===== config.mk =====
export PLATFORM = sky130hd
export DESIGN_NAME = ysyx_22050039_seq_ctrl
export DESIGN_NICKNAME = d
export VERILOG_FILES = /design/src/rtl/ysyx_22050039_seq_ctrl_pkg.sv /design/src/rtl/ysyx_22050039_watchdog.sv /design/src/rtl/ysyx_22050039_seq_ctrl.sv
export SDC_FILE = /design/constraint.sdc
export NUM_CORES = 1
export LEC_CHECK = 0
export CELL_PAD_IN_SITES_DETAIL_PLACEMENT = 1
export CELL_PAD_IN_SITES_GLOBAL_PLACEMENT = 1
export CORE_MARGIN = 5
export CORE_UTILIZATION = 42
export DETAILED_ROUTE_END_ITERATION = 12
export PLACE_DENSITY = 0.82
export SLEW_MARGIN = 20
export SYNTH_ARGS = -nofsm -noshare
export SYNTH_HDL_FRONTEND = slang
export SYNTH_HIERARCHICAL = 1
export SYNTH_SLANG_ARGS = --single-unit

===== constraint.sdc =====
create_clock -name clk -period 4.1 [get_ports clk]
set_input_delay 0.41 -clock clk [delete_from_list [all_inputs] [get_ports clk]]
set_output_delay 0.41 -clock clk [all_outputs]
set_load 0.01 [all_outputs]

===== src/rtl/ysyx_22050039_seq_ctrl_pkg.sv =====
// Shared encodings for the multi-cycle core sequencer: FSM states,
// decoder-class bit positions and trap cause codes.
package ysyx_22050039_seq_ctrl_pkg;

  typedef enum logic [2:0] {
    ST_IDLE   = 3'd0,
    ST_FETCH  = 3'd1,
    ST_DECODE = 3'd2,
    ST_MULDIV = 3'd3,
    ST_MEM    = 3'd4,
    ST_WB     = 3'd5,
    ST_HALT   = 3'd6,
    ST_TRAP   = 3'd7
  } state_e;

  localparam int DEC_W       = 7;
  localparam int DEC_LOAD    = 0;
  localparam int DEC_STORE   = 1;
  localparam int DEC_MULDIV  = 2;
  localparam int DEC_WPC     = 3;
  localparam int DEC_WREG    = 4;
  localparam int DEC_EBREAK  = 5;
  localparam int DEC_INVALID = 6;

  typedef enum logic [1:0] {
    CAUSE_NONE     = 2'd0,
    CAUSE_FETCH_TO = 2'd1,
    CAUSE_EXEC_TO  = 2'd2,
    CAUSE_ILLEGAL  = 2'd3
  } cause_e;

  // Only the decoder fields still needed after DECODE are kept.
  typedef struct packed {
    logic wreg;
    logic store;
  } dec_lat_t;

  function automatic logic dec_illegal(input logic [DEC_W-1:0] d);
    return d[DEC_INVALID]
         | (d[DEC_LOAD] & d[DEC_STORE])
         | (d[DEC_MULDIV] & (d[DEC_LOAD] | d[DEC_STORE]));
  endfunction

endpackage


===== src/rtl/ysyx_22050039_watchdog.sv =====
// Handshake watchdog: counts waiting cycles and flags the cycle in which
// the TIMEOUT-th consecutive wait occurs.
module ysyx_22050039_watchdog #(
  parameter int TO_W    = 8,
  parameter int TIMEOUT = 255
) (
  input  logic clk_i,
  input  logic rst_n_i,
  input  logic clr_i,
  input  logic en_i,
  output logic hit_o
);

  localparam logic [TO_W-1:0] LIMIT = TO_W'(TIMEOUT - 1);

  logic [TO_W-1:0] cnt_q;

  always_ff @(posedge clk_i or negedge rst_n_i) begin
    if (!rst_n_i)   cnt_q <= '0;
    else if (clr_i) cnt_q <= '0;
    else if (en_i)  cnt_q <= cnt_q + TO_W'(1);
  end

  assign hit_o = en_i & (cnt_q == LIMIT);

endmodule


===== src/rtl/ysyx_22050039_seq_ctrl.sv =====
// Multi-cycle instruction sequencer: FETCH -> DECODE -> (MULDIV | MEM) -> WB,
// with sticky halt/trap states and a handshake watchdog.
module ysyx_22050039_seq_ctrl
  import ysyx_22050039_seq_ctrl_pkg::*;
#(
  parameter int CNT_W   = 64,
  parameter int TIMEOUT = 255,
  parameter int TO_W    = 8
) (
  input  logic             clk,
  input  logic             rst,
  output logic             imem_req,
  input  logic             imem_ready,
  output logic             inst_le,
  input  logic [DEC_W-1:0] dec_info,
  output logic             md_start,
  input  logic             md_done,
  output logic             dmem_req,
  output logic             dmem_we,
  input  logic             dmem_ready,
  output logic             reg_wen,
  output logic             pc_wen,
  output logic             halted,
  output logic             trap,
  output logic [1:0]       trap_cause,
  output logic [CNT_W-1:0] instret,
  output logic [2:0]       state_dbg
);

  state_e           state_q, state_d;
  dec_lat_t         dec_q, dec_d;
  cause_e           cause_q, cause_d;
  logic [CNT_W-1:0] instret_q, instret_d;
  logic             md_first_q, md_first_d;
  logic             wait_st, awaited, wd_hit;
  logic             unused_wpc;

  // The PC target select is consumed directly by the datapath.
  assign unused_wpc = dec_info[DEC_WPC];

  assign wait_st = (state_q == ST_FETCH) | (state_q == ST_MULDIV) | (state_q == ST_MEM);

  always_comb begin
    awaited = 1'b0;
    case (state_q)
      ST_FETCH:  awaited = imem_ready;
      ST_MULDIV: awaited = md_done;
      ST_MEM:    awaited = dmem_ready;
      default:   awaited = 1'b0;
    endcase
  end

  // Held clear outside the waiting states, so every entry starts from zero.
  ysyx_22050039_watchdog #(
    .TO_W    (TO_W),
    .TIMEOUT (TIMEOUT)
  ) u_watchdog (
    .clk_i   (clk),
    .rst_n_i (rst),
    .clr_i   (~wait_st),
    .en_i    (wait_st & ~awaited),
    .hit_o   (wd_hit)
  );

  always_ff @(posedge clk or negedge rst) begin
    if (!rst) begin
      state_q    <= ST_IDLE;
      dec_q      <= '0;
      cause_q    <= CAUSE_NONE;
      instret_q  <= '0;
      md_first_q <= 1'b0;
    end else begin
      state_q    <= state_d;
      dec_q      <= dec_d;
      cause_q    <= cause_d;
      instret_q  <= instret_d;
      md_first_q <= md_first_d;
    end
  end

  always_comb begin
    state_d    = state_q;
    dec_d      = dec_q;
    cause_d    = cause_q;
    instret_d  = instret_q;
    md_first_d = 1'b0;
    case (state_q)
      ST_IDLE: state_d = ST_FETCH;
      ST_FETCH: begin
        if (imem_ready) begin
          state_d = ST_DECODE;
        end else if (wd_hit) begin
          state_d = ST_TRAP;
          cause_d = CAUSE_FETCH_TO;
        end
      end
      ST_DECODE: begin
        dec_d.wreg  = dec_info[DEC_WREG];
        dec_d.store = dec_info[DEC_STORE];
        if (dec_illegal(dec_info)) begin
          state_d = ST_TRAP;
          cause_d = CAUSE_ILLEGAL;
        end else if (dec_info[DEC_EBREAK]) begin
          state_d = ST_HALT;
        end else if (dec_info[DEC_MULDIV]) begin
          state_d    = ST_MULDIV;
          md_first_d = 1'b1;
        end else if (dec_info[DEC_LOAD] | dec_info[DEC_STORE]) begin
          state_d = ST_MEM;
        end else begin
          state_d = ST_WB;
        end
      end
      ST_MULDIV, ST_MEM: begin
        if (awaited) begin
          state_d = ST_WB;
        end else if (wd_hit) begin
          state_d = ST_TRAP;
          cause_d = CAUSE_EXEC_TO;
        end
      end
      ST_WB: begin
        instret_d = instret_q + CNT_W'(1);
        state_d   = ST_FETCH;
      end
      ST_HALT: state_d = ST_HALT;
      ST_TRAP: state_d = ST_TRAP;
    endcase
  end

  assign imem_req   = (state_q == ST_FETCH);
  assign inst_le    = (state_q == ST_FETCH) & imem_ready;
  assign md_start   = (state_q == ST_MULDIV) & md_first_q;
  assign dmem_req   = (state_q == ST_MEM);
  assign dmem_we    = (state_q == ST_MEM) & dec_q.store;
  assign reg_wen    = (state_q == ST_WB) & dec_q.wreg;
  assign pc_wen     = (state_q == ST_WB);
  assign halted     = (state_q == ST_HALT) | (state_q == ST_TRAP);
  assign trap       = (state_q == ST_TRAP);
  assign trap_cause = cause_q;
  assign instret    = instret_q;
  assign state_dbg  = state_q;

endmodule

After elaboration in Yosys (flattened, before gate mapping)
Index checks and enable logic that the tools add are counted.

Flip-flop bits (word level): 80. Latch bits: 0. Bits in writable memories: 0. Memory bits (read-only): 0. Output and inout bits: 78. Memories: 0.

Add/sub/neg operators: 2. Multipliers: 0. Divide/modulo/power cells: 0. Magnitude comparators: 0. Eq/ne operators: 14. Shift-type cells: 0. Mux-type cells: 21. Bitwise operators: 15. Reductions and logical operators: 5.

Operators by type and width (number): 64-bit by 1-bit adder with 64-bit output, second input constant (1); 3-bit two-way mux (6); 3-bit case mux with 6 select lines (1); 8-bit two-way mux (2); 3-bit equality test, second input constant (4); 2-bit two-way mux (5); 8-bit by 1-bit adder with 8-bit output, second input constant (1); 1-bit AND (8); 8-bit equality test, second input constant (1); 3-bit by 2-bit equality test with 1-bit output, second input constant (2); 2-bit by 1-bit != test with 1-bit output, second input constant (3); 2-bit != test, second input constant (3); 1-bit OR (6); 2-bit case mux with 3 select lines (1); 6-bit AND reduction (1); 1-bit two-way mux (5); 2-bit OR reduction (2); 3-bit by 1-bit equality test with 1-bit output, second input constant (1); 3-bit zero test (1); 1-bit case mux with 3 select lines (1); 3-bit nonzero test (1); 1-bit NOT (1).

Logic depth before layout (Yosys ltp)
Depth after elaboration: 8. Mapped depth: 11. Mapped depth without buffers: 9.

Modules after synthesis
The synthesis kept the hierarchy.

Modules (own cells, without submodules): ysyx_22050039_seq_ctrl (instances 1, cells an instance 320, area an instance 3478.3 um^2, sequential area each 1801.7 um^2); ysyx_22050039_watchdog (instances 1, cells an instance 41, area an instance 411.6 um^2, sequential area each 200.2 um^2).

Least setup slack after synthesis
No wires, ideal clock.

Path type: register to register. Start: register state_q[0] (netlist: state_dbg[0]). End: register cause_q[0] (netlist: trap_cause[0]). Library setup time: 0.125 ns. Arrival: 2.407 ns. Required time: 3.975 ns. Slack: 1.568 ns. Stages on the path, launching flop included: 12. Cells stage by stage: dfrtp_1 clkbuf_1 nor2b_1 o21ai_0 o22ai_1 buf_4 nand4_1 nor2_1 nand2b_1 a31oi_1 nand2_1 mux2_2.

Cells in the longest elaborated chain, start to end: 7. Elaborated cells on any way between the ends: 19.

Ends and longest elaborated chain: start, declared (RTL line ysyx_22050039_seq_ctrl.sv:30) `state_e state_q, state_d;`; start signal, assigned (RTL line ysyx_22050039_seq_ctrl.sv:73) `state_q <= state_d;`; 3-bit equality test, or another cell as far along (RTL line ysyx_22050039_seq_ctrl.sv:41, ysyx_22050039_seq_ctrl.sv:45); 1-bit case mux with 3 select lines / 1-bit OR (equally long branches) (RTL line ysyx_22050039_seq_ctrl.sv:45, ysyx_22050039_seq_ctrl.sv:41); 1-bit NOT / 1-bit OR (equally long branches) (RTL line ysyx_22050039_seq_ctrl.sv:61, ysyx_22050039_seq_ctrl.sv:41); 1-bit AND * (RTL line ysyx_22050039_seq_ctrl.sv:61) `.en_i (wait_st & ~awaited),`; 1-bit AND * (RTL line ysyx_22050039_watchdog.sv:24) `assign hit_o = en_i & (cnt_q == LIMIT);`; net wd_hit (RTL line ysyx_22050039_seq_ctrl.sv:35) `logic wait_st, awaited, wd_hit;`; 2-bit by 1-bit != test with 1-bit output (no line); 6-bit AND reduction (no line) *; end signal, assigned (RTL line ysyx_22050039_seq_ctrl.sv:75) `cause_q <= cause_d;`; end, declared (RTL line ysyx_22050039_seq_ctrl.sv:32) `cause_e cause_q, cause_d;`.

The timed path passes the listed nets; every way through them passes the cells marked *. A chain may end at the register's enable or synchronous reset.

Worst setup path in the final report
Same ends and word-level chain as after synthesis.

==> results.yml <==
sta:
  max_slew_margin_pct: 47.09
  setup_tns_ps: 0
  min_period_over_period_pct: 72.86
  tightestPinTransition_ps: 787.8
  slew_violations: 0
  fin_hold_ws_ps: 99.01
  setup_violations: 0
  finalHoldViolations: 0
  fin_crit_ps: 2987
  skew_ps: 15.81
  rsz0062_at_grt: "false"
  fmax_mhz: 334.7
clock_network:
  root_buffer: "clkbuf_8"
  clkTransAtPathRegs_ps: 80
  cts_tree: "built"
  cts_made_buffers: 9
  clock_path_buffers: 2
  cts-resized-gates: 0
  cts_setup_buffers: 0
  cts.sinks: 80
  cts_max_level: 3
  hold_buffers: 0
  worstSkewPairLatency_ps: 350
finish:
  n_antenna_cell: 0
  design_area_mm2: 0.005079
  drive_gt1_share_pct: 6.593
  multi_input_area_mm2: 0.001790
  regArea_mm2: 0.002002
  area_delta_synth_final_pct: 30.56
  fillers: 1001
  nets: 465
power:
  leakage_nw: 2.170
  vdd_ir_drop_max_uv: 307.5
  p_per_area_mw_per_mm2: 391.3
grt:
  grt_antenna_before_repair: 0
  grt_max_degree: 81
  grt_pass1_vias: 3192
  grt_pass1_wl_um: 15970
  gr-total-overflow: 0
  grtUsageTotal_pct: 17.48
routing:
  wl_per_cell_um: 17.05
  drcViolationCount: 0
  vias: 3032
  ant_nets: 0
  first_pass_iters: 4
  top_layer: "met4"
  initialDrtViolationCount: 65
  viasPerCell: 5.357
  wl_met2_um: 4690
  wl_um: 9651
  met1_length_um: 4268
  met3WireLength_um: 562
outcome:
  status: "completed"
die:
  die_h_um: 106.2
  core-area_mm2: 0.009153
  io_pins: 90
  die_x_um: 106.2
  die-area_mm2: 0.01129
  initial_core_util_pct: 42.50
  rows: 35
synth:
  synth.yosys.seq_area_share_pct: 51.46
  yosys_warnings: 6
  synth_top_area_cell: "dfrtp_1"
  synth_edf_count: 0
  ys.flop_type: "dfrtp_1"
  synthArstFlopShare_pct: 100.0
  yosysUniqueCellTypes: 43
  synthesis.area_mm2: 0.003890
  avgSynthCellArea_um2: 10.78
  syn_inst: 361
  synth.top_cell.area_share_pct: 51.46
  yosys-top-cells-area: "dfrtp_1 51%, xnor2_1 13%, nand4_1 4.0%"
  syn-num-nets: 376
  yosys_register_bits: 80
placed_design:
  gp_congestion: 0.8483
  io_buffers: 88
  hpwl_um: 6931
  place_area_mm2: 0.004847
setup_path:
  crit_arrival_ps: 3210
  cp-end-kind: "register"
  critPathMaxFanout: 14
  cp-start-kind: "register"
  r2r-start: "state_dbg[0]"
  criticalPathCategory: "reg2reg"
  startpoint: "state_dbg[0]"
  critical_path_required_ps: 4330
hold_path:
  hold_class: "in2async"
run:
  maxCapViolations: 0
## layer usage
metal | track usage [%] | up-vias
li1 | - | 1450
met1 | 21.78 | 1492
met2 | 29.00 | 76
met3 | 4.797 | 14
met4 | 6.383 | 0
met5 | 0 | -
## cells in the final DEF, fill, tap and decap left out, drive strengths merged, types with 2 or more instances in the layout
master and instances:
a21oi 11, a31oi 2, and2 6, and3 14
and4 7, buf 2, bufinv 2, clkbuf 10
clkdlybuf4s50 87, clkinv 2, dfrtp 80, ha 3
inv 9, mux2 3, nand2 32, nand2b 2
nand3 28, nand4 27, nor2 20, nor3 9
nor4 3, o21ai 8, or3 6, xnor2 57
xor2 10
## metrics by stage
stage	total power, mW	cells	setup WS [ps]	util [%]
2_1_floorplan	1.160	361	1568	-
5_1_grt	2.089	566	840.8	55.49
3_3_place_gp	1.332	550	1324	52.96
6_report	1.987	566	1113	55.49
3_5_place_dp	1.348	550	1169	52.96
4_1_cts	2.016	566	1116	55.45
## worst paths after layout
check	end	slack, ps	cells past startpoint
min in group clk	instret[63]	470	1
worst max-delay path	trap_cause[0]	1110	10
worst max register to register	trap_cause[0]	1110	10
max in group asynchronous	dec_q[0]	3500	1
worst min register to register	instret[63]	470	1
worst min-delay path	instret[42]	100	1
## report_power, final
| group | leakage (nW) | internal (mW) | switching (mW) |
|---|---|---|---|
| combinational | 0.967 | 0.201 | 0.199 |
| clock | 0.113 | 0.362 | 0.295 |
| sequential | 1.09 | 0.834 | 0.0950 |
## cell usage after synthesis, types with 2 or more instances
library cell   n
and3_1        14
inv_1          8
mux2_2         3
nand2_1       32
xnor2_1       57
ha_1           3
nor3_4         3
dfrtp_1       80
or3_1          6
xor2_1        10
buf_4          2
and4_1         7
nand2b_1       2
nand3_1       28
nor3_1         6
a31oi_1        2
buf_6          2
nor2_1        18
buf_2          3
nand4_1       25
nand4_4        2
clkbuf_1       4
nor4_1         2
and2_1         6
a21oi_1       11
o21ai_0        8
## cells by family after synthesis
family | Yosys count | synth area share [%]
simple gates | 159 | 24.32
xor+xnor | 67 | 15.09
mux | 4 | 1.126
fa+ha+maj | 4 | 1.222
compound gates | 28 | 4.278
flops | 80 | 51.46
buf+inv | 19 | 2.508
## sequential cells by signal, indices dropped and copies added (netlist names)
| register | cells |
|---|---|
| instret | 64 |
| trap_cause | 2 |
| dec_q | 2 |
| state_dbg | 3 |
| u_watchdog/cnt_q | 8 |
| md_first_q | 1 |
## critical path: stages, from the launching register on
cell      delay [ps]
dfrtp_1          650
nor2b_1          360
o21ai_0          200
o22ai_1          160
buf_4            190
nand4_1          120
nor2_1           410
nand2b_1         130
a31oi_1          250
nand2_1          110
mux2_2           290
## cell type report
| type | count | share of cell area, % |
|---|---|---|
| clock inverters | 6 | 1.774 |
| repair buffers | 89 | 17.52 |
| inverters | 8 | 0.5913 |
| multi-input cells | 262 | 35.26 |
| flip-flops and latches | 80 | 39.42 |
| clock buffers | 10 | 2.710 |
| well taps | 111 | 2.735 |
(Power assumes the default switching activity.)
